--- config.mk ---
export PLATFORM = sky130hd
export DESIGN_NAME = bin_to_bcd_seq
export DESIGN_NICKNAME = d
export VERILOG_FILES = /design/src/rtl/bin_to_bcd_seq.sv
export SDC_FILE = /design/constraint.sdc
export NUM_CORES = 1
export LEC_CHECK = 0
export BUFFER_PORTS_ARGS = -buffer_cell sky130_fd_sc_hd__buf_2
export CAP_MARGIN = 20
export CORE_UTILIZATION = 57
export CTS_CLUSTER_SIZE = 28
export DETAILED_ROUTE_END_ITERATION = 7
export PLACE_DENSITY = 0.91
export SLEW_MARGIN = 5
export SYNTH_ARGS = -nofsm -noshare
export SYNTH_HDL_FRONTEND = slang
export SYNTH_SLANG_ARGS = --single-unit
--- constraint.sdc ---
create_clock -name clk -period 2.15 [get_ports clk]
set_input_delay 0.43 -clock clk [delete_from_list [all_inputs] [get_ports clk]]
set_output_delay 0.43 -clock clk [all_outputs]
set_load 0.1 [all_outputs]
--- src/rtl/bin_to_bcd_seq.sv ---
// Sequential binary-to-BCD converter (double dabble, one bit per clock) feeding the 4-digit display driver.
// Optional BIN2BCD_SAT_EN: out-of-range values saturate to 9999 instead of showing EEEE.
module bin_to_bcd_seq #(
   parameter int BIN_W  = 14,
   parameter int DIGITS = 4
) (
   input  logic             clk,
   input  logic             reset_n,
   input  logic [BIN_W-1:0] bin_in,
   input  logic             start,
   output logic             busy,
   output logic             done,
   output logic             ovf,
   output logic [3:0]       digits [DIGITS]
);

   // state   | meaning
   // S_IDLE  | waiting for start; results held
   // S_SHIFT | one add-3/shift step per cycle, BIN_W cycles
   // S_DONE  | results visible, done pulses, back to idle
   typedef enum logic [1:0] {
      S_IDLE  = 2'd0,
      S_SHIFT = 2'd1,
      S_DONE  = 2'd2
   } state_t;

   // One spare digit so a full 16-bit input (65535) never loses carries.
   localparam int SW    = 4*DIGITS + 4;
   localparam int NDIG  = SW/4;
   localparam int CNT_W = $clog2(BIN_W+1);
   localparam int OW    = 4*DIGITS;

`ifdef BIN2BCD_SAT_EN
   localparam logic [OW-1:0] OVF_PAT = {DIGITS{4'h9}};
`else
   localparam logic [OW-1:0] OVF_PAT = {DIGITS{4'hE}};
`endif

   state_t              state_q, state_d;
   logic [BIN_W-1:0]    bin_q, bin_d;
   logic [SW-1:0]       scr_q, scr_d;
   logic [CNT_W-1:0]    cnt_q, cnt_d;
   logic                ovf_pend_q, ovf_pend_d;
   logic [OW-1:0]       dig_q, dig_d;
   logic                ovf_q, ovf_d;

   logic [SW-1:0]       scr_adj;
   logic [SW-1:0]       scr_shifted;
   logic                in_ovf;

   generate
      if (BIN_W >= 14) begin : g_ovf_cmp
         assign in_ovf = (32'(bin_in) > 32'd9999);
      end else begin : g_no_ovf
         assign in_ovf = 1'b0;
      end
   endgenerate

   always_comb begin
      scr_adj = scr_q;
      for (int i = 0; i < NDIG; i++) begin
         if (scr_q[4*i +: 4] >= 4'd5) begin
            scr_adj[4*i +: 4] = scr_q[4*i +: 4] + 4'd3;
         end
      end
      scr_shifted = {scr_adj[SW-2:0], bin_q[BIN_W-1]};
   end

   always_comb begin
      state_d    = state_q;
      bin_d      = bin_q;
      scr_d      = scr_q;
      cnt_d      = cnt_q;
      ovf_pend_d = ovf_pend_q;
      dig_d      = dig_q;
      ovf_d      = ovf_q;
      case (state_q)
         S_IDLE: begin
            if (start) begin
               bin_d      = bin_in;
               scr_d      = '0;
               ovf_pend_d = in_ovf;
               cnt_d      = CNT_W'(BIN_W);
               state_d    = S_SHIFT;
            end
         end
         S_SHIFT: begin
            scr_d = scr_shifted;
            bin_d = bin_q << 1;
            cnt_d = cnt_q - CNT_W'(1);
            if (cnt_q == CNT_W'(1)) begin
               state_d = S_DONE;
               // Results land together with the transition so they are visible during S_DONE.
               if (ovf_pend_q) begin
                  dig_d = OVF_PAT;
                  ovf_d = 1'b1;
               end else begin
                  dig_d = scr_shifted[OW-1:0];
                  ovf_d = 1'b0;
               end
            end
         end
         S_DONE: begin
            state_d = S_IDLE;
         end
         default: begin
            state_d = S_IDLE;
         end
      endcase
   end

   always_ff @(posedge clk or negedge reset_n) begin
      if (!reset_n) begin
         state_q    <= S_IDLE;
         bin_q      <= '0;
         scr_q      <= '0;
         cnt_q      <= '0;
         ovf_pend_q <= 1'b0;
         dig_q      <= '0;
         ovf_q      <= 1'b0;
      end else begin
         state_q    <= state_d;
         bin_q      <= bin_d;
         scr_q      <= scr_d;
         cnt_q      <= cnt_d;
         ovf_pend_q <= ovf_pend_d;
         dig_q      <= dig_d;
         ovf_q      <= ovf_d;
      end
   end

   assign busy = (state_q != S_IDLE);
   assign done = (state_q == S_DONE);
   assign ovf  = ovf_q;

   generate
      for (genvar g = 0; g < DIGITS; g++) begin : g_dig
         assign digits[g] = dig_q[4*g +: 4];
      end
   endgenerate

endmodule

==> metrics.txt <==
Layout area overhead=12.77%; largest net degree at the start of global routing=55; ys async rst share=100.0%; slew margin rel.=55.32%; CTS tree=done; critical path peak fanout=5; Die Area=4795 µm²; first-pass GRT wire length=8990 µm; syn nets=289; yosys synthesis warning count=0; DR WL/cell=14.46 µm; Final Hold Violating Endpoints=0; Final min period=1.797 ns; postcts setup bufs=0; Setup violations, final=0; Filler Cell Count=338; crit end category=output pin; antenna fix cells=0; Mapped Area=2577 µm²; DRT Pass-1 Iters=4; register area=1351 µm²; Clock Tree Root=clkbuf_8; Synth top cells by count=dfrtp_1, nand2_1, o21ai_0; Worst-path clk slew=0.09 ns; Worst-Margin Slew=0.6702 ns; worst-skew pair later-pin latency=0.32 ns; I/O pin total=36; Startpoint Class=flip-flop; Req. time, crit path=1.72 ns; DRC Markers=0; hold buffer count at cts=0; Main synth FF type=dfrtp_1; Starting Density=59.20%; GRT overflow=0; total of max-cap violations=0; EDFF count, synth=0; Num CTS Buffers=5; row count=24; Crit Path Class=flip-flop to output pin; Iter 0 DRT Violations=100; routed vias=2024; Die Width=69.25 µm; most frequent cell after synthesis=dfrtp_1; Final nets=325; Yosys reg bits=54; critical path arrival=1.37 ns; Vias/cell=5.766; Synth area leader=dfrtp_1; area occupied by multi-input gates=1116 µm²; I/O Buffers=35; Die Y=69.25 µm; post-synth cell types=34; Core ar.=4354 µm²; Final ANT Viol Nets=0; vias in the first global route=2009; clk buf depth=2; setup total negative slack=0 ns; Slew Viols, Final=0; register area share after synthesis=52.43%; Peak Freq=556.6 MHz; GP Congestion=0.8577; status=completed; post-synth top area share=52.43%; largest cells by area after synthesis=dfrtp_1, nand2_1, o21ai_0; initial antenna violation count=0; H-tree depth=2; worst hold path class=primary input to async pin; Syn Area/Cell=9.838 µm²; Clock Skew=0.006143 ns; Routed Wire Length=5076 µm; clock sinks=54; share of cells above drive strength 1=23.08%; Synth Instances=262; DPL Wire Length=3501 µm; total track usage=23.61%; CTS resizes=0; Tcrit/Tclk final=83.57%; RSZ-0062 raised after global routing=false
area by class of cell:
class	instances	share of cell area (%)
clock buffer	6	2.497
multi-input combinational	184	38.40
timing repair buffer	40	7.318
clock inverter	2	1.291
sequential	54	46.49
inverter	13	1.765
tap	52	2.238
critical path, cell delays in order, from the launching register on:
cell	delay, ns
dfrtp_1	0.47
nor2b_2	0.17
buf_2	0.42
logic make-up after synthesis:
kind of cell | synth area share [%]
mux | 1.747
xor+xnor | 1.359
flops | 52.43
simple gates | 17.91
buf+inv | 4.369
compound gates | 17.33
fa+ha+maj | 4.854
layer usage:
metal  track usage (%)  vias up  share of wire, %
met5                 0        -                 0
met4             9.070        0               1.6
met3             5.669        9               5.1
met2             40.02       58                51
met1             29.17      980                42
li1                  -      977                 -
sequential cells by signal, indices dropped and copies added, names as in the netlist:
signal,flops
dig_q,16
scr_q,16
bin_q,14
cnt_q,4
state_q,2
ovf,1
ovf_pend_q,1
path summary, 6_finish.rpt:
path                            startpoint        end  slack (ns)  depth (start not counted)
max in group asynchronous          reset_n  dig_q[10]        1.48                          2
worst min register to register   bin_q[10]  bin_q[10]        0.49                          2
worst max-delay path            state_q[1]       done        0.35                          2
worst min-delay path               reset_n   dig_q[1]        0.23                          2
min in group clk                 bin_in[0]   bin_q[0]        0.32                          3
worst max register to register    scr_q[9]  scr_q[10]        0.44                          6
cells in the final DEF, fill, tap and decap left out, drive strengths merged, types with 6 or more instances in the layout:
cell type	count
dfrtp	54
a21oi	15
inv	13
clkbuf	6
nand2	45
nand3	12
nor2	18
buf	40
a22oi	13
ha	10
o21ai	33
per-stage QoR:
stage	hold WS (ns)	std cells	instance area [µm²]	worst slack, ns	util (%)
2_1_floorplan	0.1344	262	2580	0.4376	-
3_3_place_gp	0.4578	343	2796	0.5823	64.22
3_5_place_dp	0.4636	343	2796	0.4543	64.22
4_1_cts	0.2519	351	2907	0.3442	66.75
5_1_grt	0.2898	351	2907	0.3018	66.75
6_report	0.2253	351	2907	0.3532	66.75
Power is left out: the tool's default activity adds up to more than one toggle a clock period on the data nets, which glitch-free logic cannot reach.
